File: config.mk
export PLATFORM = sky130hd
export DESIGN_NAME = fetch_unit
export DESIGN_NICKNAME = d
export VERILOG_FILES = /design/src/rtl/fetch_pkg.sv /design/src/rtl/fetch_fifo.sv /design/src/rtl/fetch_unit.sv
export SDC_FILE = /design/constraint.sdc
export NUM_CORES = 1
export LEC_CHECK = 0
export BUFFER_PORTS_ARGS = -buffer_cell sky130_fd_sc_hd__buf_2
export CAP_MARGIN = 5
export CORE_MARGIN = 5
export CORE_UTILIZATION = 50
export DETAILED_ROUTE_END_ITERATION = 6
export PLACE_DENSITY = 0.81
export SKIP_CTS_REPAIR_TIMING = 1
export SYNTH_ARGS = -nofsm -noshare
export SYNTH_HDL_FRONTEND = slang
export SYNTH_SLANG_ARGS = --single-unit
File: constraint.sdc
create_clock -name clk -period 13.1 [get_ports clk]
set_clock_uncertainty 0.05 [all_clocks]
set_input_delay 2.62 -clock clk [delete_from_list [all_inputs] [get_ports clk]]
set_output_delay 2.62 -clock clk [all_outputs]
set_load 0.05 [all_outputs]
File: src/rtl/fetch_pkg.sv
// Shared types and constants for the instruction fetch stage.
package fetch_pkg;
    localparam int ADDR_W  = 16;
    localparam int DATA_W  = 32;
    localparam int PC_STEP = 4;

    typedef logic [ADDR_W-1:0] addr_t;
    typedef logic [DATA_W-1:0] instr_t;

    typedef struct packed {
        instr_t instr;
        addr_t  pc;
    } fetch_entry_t;

    // Counters must hold the value DEPTH itself, not just DEPTH-1.
    function automatic int cnt_width(input int depth);
        return $clog2(depth + 1);
    endfunction
endpackage

File: src/rtl/fetch_fifo.sv
// Instruction buffer: synchronous FIFO with flush, registered storage,
// power-of-two depth so the pointers wrap naturally.
module fetch_fifo
    import fetch_pkg::*;
#(
    parameter type entry_t = fetch_entry_t,
    parameter int  DEPTH   = 2,
    parameter int  CW      = cnt_width(DEPTH)
) (
    input  logic          clk,
    input  logic          rst,
    input  logic          push,
    input  logic          pop,
    input  logic          flush,
    input  entry_t        wdata,
    output entry_t        rdata,
    output logic [CW-1:0] count,
    output logic          empty
);
    localparam int PW = (DEPTH > 1) ? $clog2(DEPTH) : 1;

    entry_t        mem [DEPTH];
    logic [PW-1:0] wr_ptr;
    logic [PW-1:0] rd_ptr;

    always_ff @(posedge clk or posedge rst) begin
        if (rst) begin
            wr_ptr <= '0;
            rd_ptr <= '0;
            count  <= '0;
            for (int i = 0; i < DEPTH; i++) mem[i] <= '0;
        end else if (flush) begin
            wr_ptr <= '0;
            rd_ptr <= '0;
            count  <= '0;
        end else begin
            if (push) begin
                mem[wr_ptr] <= wdata;
                wr_ptr      <= wr_ptr + 1'b1;
            end
            if (pop) rd_ptr <= rd_ptr + 1'b1;
            count <= count + CW'(push) - CW'(pop);
        end
    end

    assign rdata = mem[rd_ptr];
    assign empty = (count == '0);
endmodule

File: src/rtl/fetch_unit.sv
// Instruction fetch stage: PC, in-order imem requests, response buffer, redirects.
// Optional FETCH_PERF_EN enables the decode-starvation counter.
module fetch_unit
    import fetch_pkg::*;
#(
    parameter int                    ADDR_WIDTH = ADDR_W,
    parameter int                    DATA_WIDTH = DATA_W,
    parameter int                    FIFO_DEPTH = 2,
    parameter logic [ADDR_WIDTH-1:0] RESET_PC   = '0
) (
    input  logic                  clk,
    input  logic                  rst,
    output logic                  imem_req,
    output logic [ADDR_WIDTH-1:0] imem_addr,
    input  logic                  imem_gnt,
    input  logic                  imem_rvalid,
    input  logic [DATA_WIDTH-1:0] imem_rdata,
    output logic                  instr_valid,
    input  logic                  instr_ready,
    output logic [DATA_WIDTH-1:0] instr,
    output logic [ADDR_WIDTH-1:0] instr_pc,
    input  logic                  redirect_valid,
    input  logic [ADDR_WIDTH-1:0] redirect_pc,
    output logic [31:0]           perf_stall_cnt
);
    localparam int CW = cnt_width(FIFO_DEPTH);

    typedef logic [ADDR_WIDTH-1:0] pc_t;
    typedef struct packed {
        logic [DATA_WIDTH-1:0] instr;
        pc_t                   pc;
    } entry_t;

    pc_t           pc;
    pc_t           tag_pc;
    pc_t           redir_tgt;
    logic [CW-1:0] inflight;
    logic [CW-1:0] discard;
    logic [CW-1:0] fifo_count;
    logic          fifo_empty;
    logic          fire;
    logic          push;
    logic          pop;
    entry_t        head;
    entry_t        wentry;

    assign redir_tgt = redirect_pc & ~pc_t'(3);

    // Outstanding requests plus buffered words never exceed the buffer size,
    // so every response that is kept always has a slot waiting for it.
    assign imem_req  = !rst && !redirect_valid
                       && ((inflight + fifo_count) < CW'(FIFO_DEPTH));
    assign imem_addr = pc;
    assign fire      = imem_req && imem_gnt;

    assign push        = imem_rvalid && (discard == '0) && !redirect_valid;
    assign instr_valid = !fifo_empty && !redirect_valid;
    assign pop         = instr_valid && instr_ready;
    assign wentry      = '{instr: imem_rdata, pc: tag_pc};

    always_ff @(posedge clk or posedge rst) begin
        if (rst) begin
            pc       <= RESET_PC;
            tag_pc   <= RESET_PC;
            inflight <= '0;
            discard  <= '0;
        end else if (redirect_valid) begin
            pc       <= redir_tgt;
            tag_pc   <= redir_tgt;
            inflight <= inflight - CW'(imem_rvalid);
            // Every request still outstanding belongs to the old path; the
            // inflight count already includes any pending discards.
            discard  <= inflight - CW'(imem_rvalid);
        end else begin
            if (fire) pc <= pc + ADDR_WIDTH'(PC_STEP);
            if (push) tag_pc <= tag_pc + ADDR_WIDTH'(PC_STEP);
            inflight <= inflight + CW'(fire) - CW'(imem_rvalid);
            if (imem_rvalid && (discard != '0)) discard <= discard - 1'b1;
        end
    end

    fetch_fifo #(
        .entry_t (entry_t),
        .DEPTH   (FIFO_DEPTH),
        .CW      (CW)
    ) u_fifo (
        .clk   (clk),
        .rst   (rst),
        .push  (push),
        .pop   (pop),
        .flush (redirect_valid),
        .wdata (wentry),
        .rdata (head),
        .count (fifo_count),
        .empty (fifo_empty)
    );

    assign instr    = head.instr;
    assign instr_pc = head.pc;

`ifdef FETCH_PERF_EN
    always_ff @(posedge clk or posedge rst) begin
        if (rst) begin
            perf_stall_cnt <= '0;
        end else if (instr_ready && !instr_valid && !redirect_valid
                     && (perf_stall_cnt != '1)) begin
            perf_stall_cnt <= perf_stall_cnt + 32'd1;
        end
    end
`else
    assign perf_stall_cnt = '0;
`endif
endmodule

==> results of run 1 <==
## per-layer routing
layer	wire [um]	track usage [%]	vias up
met4	163	6.72	0
met2	6580	30.5	170
li1	-	-	2013
met5	0	0	-
met1	5810	23.9	2159
met3	1050	5.67	18
## Yosys cell counts (all sizes together), types with 7 or more instances
library cell,count
nand2,13
xor2,11
and4,7
a31oi,8
xnor2,9
ha,8
nand3,10
nand4,8
a21oi,13
buf,49
nor2,29
dfrtp,128
clkbuf,14
inv,15
mux2,138
nor3,10
## metrics by stage
| step | hold slack, ns | worst slack, ns |
|---|---|---|
| 2_1_floorplan | 0.424 | 6.11 |
| 3_3_place_gp | 0.431 | 6.99 |
| 6_report | 0.450 | 6.96 |
| 4_1_cts | 0.450 | 6.97 |
| 5_1_grt | 0.457 | 6.89 |
| 3_5_place_dp | 0.438 | 6.97 |
## final cells by class
| class | count | area share [%] |
|---|---|---|
| clock buffer | 24 | 6.68 |
| inverter | 15 | 0.783 |
| multi-input combinational | 351 | 38.1 |
| tap | 172 | 2.86 |
| clock inverter | 6 | 1.07 |
| sequential | 128 | 42.7 |
| timing repair buffer | 116 | 7.83 |
## worst max-delay path by stage
stage | startpoint | to | cells after the start
4_1_cts | redirect_valid | instr_valid | 3
5_1_grt | redirect_valid | instr_valid | 3
2_1_floorplan | rst | imem_addr[10] | 5
3_5_place_dp | redirect_valid | instr_valid | 3
3_3_place_gp | redirect_valid | imem_req | 3
6_report | redirect_valid | instr_valid | 3
## logic make-up (layout without fill, tap and decap cells)
family / after synthesis / in the layout / share of synthesized area [%]
mux: 140 / 140 / 24.7
other cells: 1 / 36 / 0.0589
xor+xnor: 20 / 20 / 2.87
compound gates: 45 / 45 / 4.99
flops: 128 / 128 / 50.3
fa+ha+maj: 8 / 8 / 1.57
buf+inv: 78 / 161 / 6.90
simple gates: 102 / 102 / 8.57
## report_power, final
| group | internal [mW] | switching (mW) | total, mW |
|---|---|---|---|
| registers | 0.544 | 0.0954 | 0.639 |
| clock network | 0.302 | 0.158 | 0.459 |
| logic | 0.278 | 0.523 | 0.801 |
| total | 1.12 | 0.776 | 1.90 |
## registers in the layout, indices dropped and copies added, names as in the netlist
name and flops:
discard 2, imem_addr 14, inflight 2, tag_pc 14
u_fifo.count 2, u_fifo.mem 92, u_fifo.rd_ptr 1, u_fifo.wr_ptr 1
==> results.json, run 1 <==
{
  "outcome": "completed",
  "drv_slew": 0,
  "post-synth-top-area-fraction_pct": 50.3,
  "p_leak_nw": 3.51,
  "vdd_ir_drop_max_v": 0.000112,
  "yosysTopAreaCell": "sky130_fd_sc_hd__dfrtp_1",
  "num_rows": 41,
  "cell_with_the_largest_stage_delay_on_the_worst_path": "sky130_fd_sc_hd__buf_2",
  "postSynthRegisterBits": 128,
  "worst_hold_path_type": "reg2reg",
  "area_delta_synth_final_pct": 18.0,
  "grt_remaining_overflow": 0,
  "vias_per_instance": 5.37,
  "critPathMostFrequentCell": "sky130_fd_sc_hd__buf_2",
  "data_arrival_time_at_the_worst_slack_endpoint_ns": 3.47,
  "first_pass_grt_wire_length_um": 22200,
  "power_density_mw_per_mm2": 253,
  "final-instance-count-excl-fill": 812,
  "cell_count_of_the_worst_reg_to_reg_path": 6,
  "postRouteAntennaNets": 0,
  "drt_first_pass_iters": 6,
  "layout.area.seq_sq_mm": 0.00320,
  "worst_pin_slew_ns": 1.17,
  "core_area_sq_mm": 0.0126,
  "fin_crit_sh_pct": 46.9,
  "cts_tree": "done",
  "drc": 0,
  "timing.final.setup_violations": 0,
  "crit_required_ns": 10.43,
  "tritoncts_num_sinks": 128,
  "synth.distinct_cells": 39,
  "synthesis.area_sq_mm": 0.00637,
  "worst_path_largest_cell_delay_ns": 0.48,
  "critical_path.top_delay_family": "buffers and inverters",
  "multi_input_area_sq_mm": 0.00286,
  "synth_enable_flop_cells": 0,
  "layout.cells.most_common": "sky130_fd_sc_hd__mux2_2",
  "insertion_delay_ns": 0.41,
  "first_global_vias": 4590,
  "whs_path_depth": 1,
  "placedCellCount": 782,
  "routed-via-count": 4360,
  "area_of_all_placed_cells_without_fillers_sq_mm": 0.00751,
  "filler_cell_count": 1001,
  "io-pin-count": 152,
  "clock_tree.buffer_depth": 2,
  "finalWeightedCongestion": 0.886,
  "initial_core_util_pct": 50.7,
  "num-nets-final": 691,
  "post-route-min-period_ns": 6.14,
  "dieArea_sq_mm": 0.0151,
  "routed_wire_length_per_instance_um": 16.7,
  "finalCoreUtilization_pct": 59.8,
  "critPathLaunchType": "input port",
  "initial_antenna_violation_count": 0,
  "clock.fmax_ghz": 0.163,
  "synth.yosys.warnings": 0,
  "count_of_h_tree_levels_built_during_cts": 4,
  "hold_end": "u_fifo.mem[30]",
  "synth.top_cells.by_area": "sky130_fd_sc_hd__dfrtp_1 50%, sky130_fd_sc_hd__mux2_2 24%, sky130_fd_sc_hd__buf_4 4.2%",
  "hpwl_um": 9230,
  "endpoint_kind": "output pin",
  "grt_start_max_net_pins": 86,
  "crit_chain": "buf_2 -> nor2_1 -> buf_2",
  "postSynthCellCount": 522,
  "rsz0062_at_grt": "false",
  "r2r-start": "discard[0]",
  "max_fo_critical_path": 33,
  "dpl-instance-area_sq_mm": 0.00693,
  "timing.setup.critical_path_class": "in2out",
  "power_mw": 1.90,
  "max-slew-margin-rel_pct": 21.6,
  "wirelength_um": 13600,
  "critPathBufInv": 2,
  "die_h_um": 123,
  "floorplan.die.width_um": 123,
  "placement.io_buffers": 113,
  "crit-reg2reg-capture": "u_fifo.mem[38]",
  "dominant_register_cell_in_the_synthesized_netlist": "sky130_fd_sc_hd__dfrtp_1",
  "antenna-diode-count": 0,
  "reg2reg_setup_slack_ns": 10.47,
  "synthesis.area_per_instance_sq_um": 12.2,
  "final-hold-violation-count": 0,
  "hold_path_startpoint": "u_fifo.mem[30]",
  "root_buffer_cell": "sky130_fd_sc_hd__clkbuf_16",
  "cap_viol_max_count": 0,
  "ys_async_sr_fraction_pct": 100,
  "drt-initial-drc-count": 295,
  "top_library_cells_by_usage_in_the_layout_fill_and_taps_aside": "138 x sky130_fd_sc_hd__mux2_2, 127 x sky130_fd_sc_hd__dfrtp_1, 113 x sky130_fd_sc_hd__buf_2",
  "grt_use_total_pct": 18.8,
  "setup-tns-final_ns": 0,
  "share_of_post_route_cells_with_drive_strength_above_1_pct": 44.8,
  "clkTransAtPathRegs_ns": 0.05,
  "number_of_cts_inserted_buffers": 17,
  "synth_sequential_area_ratio_pct": 50.3
}
No activity file was read; power rests on OpenSTA's default activity.
==> inputs of run 2 (changes only) <==
Settings changed: CORE_UTILIZATION 50 to 49, PLACE_DENSITY 0.81 to 0.83.
Clock period 13.1 ns to 5.1 ns, I/O delays scaled along.
==> run 2 against run 1 <==
  * Critical path depth is 1 lower
  * Register-to-register slack worse by 8.0 ns
  * Final area is 1.4% higher
  * Core utilization is 0.34 points higher
  * Sequential share of layout area is 0.58 points lower
  * Wire length is 1.2% lower
  * Clock power grew to 3.0 times the previous value
  * First-iteration DRC count is 8.1% lower
  * Global-route usage is 1.2 points lower
  * Combinational power grew to 2.6 times the previous value
  * Largest cell class unchanged
==> results.json, run 2 (synthesized netlist as in run 1, its figures left out) <==
{
  "outcome": "completed",
  "r2r-start": "discard[0]",
  "worst_pin_slew_ns": 1.16,
  "placement.io_buffers": 113,
  "drt_first_pass_iters": 4,
  "data_arrival_time_at_the_worst_slack_endpoint_ns": 2.21,
  "share_of_post_route_cells_with_drive_strength_above_1_pct": 45.4,
  "p_leak_nw": 3.54,
  "drt-initial-drc-count": 271,
  "max_fo_critical_path": 48,
  "area_delta_synth_final_pct": 19.6,
  "crit-reg2reg-capture": "u_fifo.mem[17]",
  "count_of_h_tree_levels_built_during_cts": 4,
  "cap_viol_max_count": 0,
  "post-place-ws_ns": 1.85,
  "top_library_cells_by_usage_in_the_layout_fill_and_taps_aside": "138 x sky130_fd_sc_hd__mux2_2, 127 x sky130_fd_sc_hd__dfrtp_1, 113 x sky130_fd_sc_hd__buf_2",
  "max_reg_flops": 92,
  "core_area_sq_mm": 0.0127,
  "wirelength_um": 13400,
  "routed_wire_length_per_instance_um": 16.5,
  "num_rows": 41,
  "vias_per_instance": 5.32,
  "final-hold-violation-count": 0,
  "initial_antenna_violation_count": 0,
  "floorplan.die.width_um": 124,
  "postRouteAntennaNets": 0,
  "num-nets-final": 692,
  "vdd_ir_drop_max_v": 0.000260,
  "crit_required_ns": 4.03,
  "layout.cells.most_common": "sky130_fd_sc_hd__mux2_2",
  "grt_remaining_overflow": 0,
  "clock_tree.buffer_depth": 2,
  "grt_use_total_pct": 17.6,
  "hpwl_um": 9010,
  "clock.fmax_ghz": 0.305,
  "setup-tns-final_ns": 0,
  "insertion_delay_ns": 0.40,
  "first_global_vias": 4456,
  "timing.final.setup_violations": 0,
  "die_h_um": 124,
  "drv_slew": 0,
  "dieArea_sq_mm": 0.0154,
  "reg2reg_setup_slack_ns": 2.52,
  "initial_core_util_pct": 50.2,
  "grt_start_max_net_pins": 80,
  "power_density_mw_per_mm2": 663,
  "io-pin-count": 152,
  "max-slew-margin-rel_pct": 22.5,
  "finalWeightedCongestion": 0.868,
  "number_of_cts_inserted_buffers": 17,
  "fin_crit_sh_pct": 64.2,
  "cell_with_the_largest_stage_delay_on_the_worst_path": "sky130_fd_sc_hd__dfrtp_2",
  "cts_tree": "done",
  "tritoncts_num_sinks": 128,
  "antenna-diode-count": 0,
  "worst_hold_path_type": "reg2reg",
  "worst_path_largest_cell_delay_ns": 1.10,
  "endpoint_kind": "output pin",
  "timing.setup.critical_path_class": "reg2out",
  "routed-via-count": 4339,
  "crit_chain": "mux2_2 -> buf_2",
  "final.setup.worst_slack_ns": 1.82,
  "critical_path_start": "u_fifo.rd_ptr",
  "clkTransAtPathRegs_ns": 0.05,
  "drc": 0,
  "critPathLaunchType": "flip-flop",
  "regMostFlops": "u_fifo.mem",
  "root_buffer_cell": "sky130_fd_sc_hd__clkbuf_16",
  "timing.critical_path.to": "instr_pc[6]",
  "rsz0062_at_grt": "false",
  "cell_count_of_the_worst_reg_to_reg_path": 6,
  "first_pass_grt_wire_length_um": 21200,
  "post-route-min-period_ns": 3.28
}
==> run 2: through the flow <==
stage / total power [mW] / utilization, % / instance area, sq um / hold WS (ns) / instances
final: 5.05 / 60.1 / 7620 / 0.449 / 815
after global routing: 5.30 / 60.1 / 7620 / 0.461 / 815
after CTS: 5.10 / 60.1 / 7620 / 0.450 / 815
after detailed placement: 3.71 / 54.8 / 6940 / 0.438 / 783
after global placement: 3.64 / 54.8 / 6940 / 0.431 / 783
after floorplan: 3.31 / - / 6500 / 0.424 / 557
==> run 2: final cells by class <==
type	instances	area, sq um
Fill cell	1015	5050
Sequential cell	128	3200
Multi-Input combinational cell	351	2860
Timing Repair Buffer	117	596
Clock buffer	18	439
Clock inverter	14	238
Tap cell	172	215
Inverter	15	60.1
==> run 2: layer usage <==
layer	vias up	share of wire, %	GRT usage [%]
li1	2023	-	-
met1	2138	42	22.5
met2	156	50	29.3
met3	22	6.7	4.27
met4	0	1.2	6.23
met5	-	0	0
==> run 2: report_power, final <==
group	total, mW	internal [mW]	switching, mW
Sequential	1.64	1.40	0.241
Combinational	2.05	0.714	1.34
Clock	1.36	0.928	0.433
Total	5.05	3.04	2.01
==> run 2: worst min-delay path by stage <==
stage | from | end | slack (ns) | cells after the start
4_1_cts | u_fifo.mem[9] | u_fifo.mem[9] | 0.45 | 1
3_3_place_gp | u_fifo.mem[47] | u_fifo.mem[47] | 0.43 | 1
3_5_place_dp | u_fifo.mem[9] | u_fifo.mem[9] | 0.44 | 1
5_1_grt | u_fifo.mem[46] | u_fifo.mem[46] | 0.46 | 1
2_1_floorplan | u_fifo.mem[10] | u_fifo.mem[10] | 0.42 | 1
6_report | u_fifo.mem[9] | u_fifo.mem[9] | 0.45 | 1
==> run 2: critical path: cells and delay by family, from the launching register on <==
family,cells,cell delay [ns]
flops,1,1.10
mux,1,0.44
buf+inv,1,0.22
==> inputs of run 3 (changes only) <==
Settings changed: ABC_AREA set to 1.
Clock period 5.1 ns to 2.8 ns, I/O delays scaled along.
==> run 3 against run 2 <==
  * Sequential share of layout area is 0.91 points lower
  * Clock power is 57% higher
  * Final area is 2.2% higher
  * First-iteration DRC count is 59% higher
  * Sequential power is 82% higher
  * Cell count is 29% higher
  * Combinational power is 80% higher
  * Wire length is 8.1% higher
  * Power is 75% higher
  * Largest cell class unchanged
==> results.json, run 3 <==
{
  "rsz0062_at_grt": "false",
  "cell_count_of_the_worst_reg_to_reg_path": 8,
  "multi_input_area_sq_mm": 0.00276,
  "area_delta_synth_final_pct": 18.2,
  "post_synth_mux_area_share_pct": 7.86,
  "synth_sequential_area_ratio_pct": 48.6,
  "fin_crit_sh_pct": 82.1,
  "drc": 0,
  "count_of_h_tree_levels_built_during_cts": 4,
  "post-route-min-period_ns": 2.30,
  "ys_async_sr_fraction_pct": 100,
  "endpoint_kind": "output pin",
  "data_arrival_time_at_the_worst_slack_endpoint_ns": 1.69,
  "power_density_mw_per_mm2": 1130,
  "root_buffer_cell": "sky130_fd_sc_hd__clkbuf_16",
  "postSynthCellCount": 750,
  "top_library_cells_by_usage_in_the_layout_fill_and_taps_aside": "188 x sky130_fd_sc_hd__nand2_1, 127 x sky130_fd_sc_hd__dfrtp_1, 113 x sky130_fd_sc_hd__buf_2",
  "hpwl_um": 10100,
  "postRouteAntennaNets": 0,
  "synthesis.area_sq_mm": 0.00659,
  "outcome": "completed",
  "first_global_vias": 4994,
  "tritoncts_num_sinks": 128,
  "wirelength_um": 14500,
  "first_pass_grt_wire_length_um": 23700,
  "p_leak_nw": 4.08,
  "dieArea_sq_mm": 0.0159,
  "drv_slew": 0,
  "core_area_sq_mm": 0.0132,
  "yosys-top-cells-count": "190 x sky130_fd_sc_hd__nand2_1, 128 x sky130_fd_sc_hd__dfrtp_1, 80 x sky130_fd_sc_hd__o21ai_1",
  "yosysTopAreaCell": "sky130_fd_sc_hd__dfrtp_1",
  "vias_per_instance": 5.02,
  "drt-initial-drc-count": 430,
  "layout.area.seq_sq_mm": 0.00320,
  "dpl-instance-area_sq_mm": 0.00720,
  "timing.final.setup_violations": 0,
  "post-place-ws_ns": 0.678,
  "filler_cell_count": 1179,
  "synth.most_common_cell": "sky130_fd_sc_hd__nand2_1",
  "insertion_delay_ns": 0.41,
  "layout.cells.most_common": "sky130_fd_sc_hd__nand2_1",
  "grt_remaining_overflow": 0,
  "drt_first_pass_iters": 5,
  "floorplan.die.width_um": 126,
  "placement.io_buffers": 113,
  "timing.hold.ws_ns": 0.101,
  "number_of_cts_inserted_buffers": 17,
  "synth.top_cells.by_area": "sky130_fd_sc_hd__dfrtp_1 49%, sky130_fd_sc_hd__nand2_1 11%, sky130_fd_sc_hd__mux2_2 7.9%",
  "grt_start_max_net_pins": 67,
  "post-synth-top-area-fraction_pct": 48.6,
  "finalWeightedCongestion": 0.849,
  "dominant_register_cell_in_the_synthesized_netlist": "sky130_fd_sc_hd__dfrtp_1",
  "timing.setup.critical_path_class": "reg2out",
  "setup-tns-final_ns": 0,
  "clock.fmax_ghz": 0.435,
  "clkTransAtPathRegs_ns": 0.06,
  "num-nets-final": 923,
  "routed-via-count": 5256,
  "cts_tree": "done",
  "initial_antenna_violation_count": 0,
  "synth.yosys.warnings": 0,
  "worst_hold_path_type": "in2async",
  "share_of_post_route_cells_with_drive_strength_above_1_pct": 26.1,
  "antenna-diode-count": 0,
  "grt_use_total_pct": 18.2,
  "vdd_ir_drop_max_v": 0.000504,
  "critPathLaunchType": "flip-flop",
  "crit_required_ns": 2.19,
  "die_h_um": 126,
  "cap_viol_max_count": 0,
  "area_of_all_placed_cells_without_fillers_sq_mm": 0.00778,
  "grt_use_met3_pct": 4.74,
  "simple_logic_cell_fraction_of_the_synthesized_area_pct": 19.5,
  "io-pin-count": 152,
  "power_mw": 8.82,
  "max_fo_critical_path": 46,
  "global_route_track_usage_on_met1_pct": 24.9,
  "synth_enable_flop_cells": 0,
  "max_reg_flops": 92,
  "postSynthRegisterBits": 128,
  "global_route.peak_usage_layer": "met2",
  "regMostFlops": "u_fifo.mem",
  "synth.distinct_cells": 35,
  "final-hold-violation-count": 0,
  "initial_core_util_pct": 49.9,
  "main_combinational_cell_family_by_area_after_synthesis": "simple AND/OR/NAND/NOR gates",
  "synth-adder-area-share_pct": 1.52,
  "synthesis.area_per_instance_sq_um": 8.78,
  "synth_compound_area_share_pct": 9.59,
  "num_rows": 42,
  "final.setup.worst_slack_ns": 0.500,
  "routed_wire_length_per_instance_um": 13.8,
  "clock_tree.buffer_depth": 2,
  "fraction_of_synthesized_cell_area_in_xor_and_xnor_cells_pct": 1.20,
  "grt_use_met2_pct": 28.5
}
## run 3: cell type report
type	count	area share [%]
clock buffer	25	6.49
clock inverter	5	0.997
inverter	79	3.86
multi-input combinational	510	35.4
sequential	128	41.2
tap	176	2.83
timing repair buffer	125	9.23
## run 3: per-layer routing
metal | wire length (um) | share of wire [%]
met1 | 6380 | 44
met3 | 1100 | 7.6
met5 | 0 | 0
met2 | 6790 | 47
met4 | 240 | 1.7
## run 3: cell families (layout without fill, tap and decap cells)
| group | count (synthesis) | after routing |
|---|---|---|
| and+or+nand+nor | 289 | 289 |
| buffers and inverters | 147 | 234 |
| DFF | 128 | 128 |
| AOI/OAI and AO/OA | 122 | 122 |
| muxes | 46 | 46 |
| xor gates and xnor gates | 9 | 9 |
| adders and majority gates | 8 | 8 |
| other | 1 | 36 |
## run 3: path summary, 6_finish.rpt
kind	start	endpoint	slack, ns
max	u_fifo.rd_ptr	instr_pc[7]	0.50
min	rst	imem_addr[2]	0.10
max reg2reg	discard[1]	u_fifo.mem[56]	0.74
min reg2reg	u_fifo.mem[57]	u_fifo.mem[57]	0.43
max in group asynchronous	rst	u_fifo.mem[24]	1.97
min in group clk	redirect_pc[5]	tag_pc[5]	0.36
## run 3: critical path, stage by stage, from the launching register on
cell                      delay (ns)
sky130_fd_sc_hd__dfrtp_2        0.39
sky130_fd_sc_hd__buf_12         0.27
sky130_fd_sc_hd__mux2_2         0.39
sky130_fd_sc_hd__buf_2          0.22
## run 3: power breakdown
part / internal [mW] / switching (mW) / leakage, nW / total, mW
sequential: 2.56 / 0.427 / 1.63 / 2.98
clock: 1.41 / 0.727 / 0.285 / 2.14
combinational: 1.09 / 2.60 / 2.17 / 3.69
total: 5.06 / 3.75 / 4.08 / 8.82
## run 3: stage by stage
step                      utilization, %  std cells
after floorplan                        -        785
after global placement              54.6       1018
after detailed placement            54.6       1018
after CTS                           59.0       1048
after global routing                59.0       1048
final                               59.0       1048
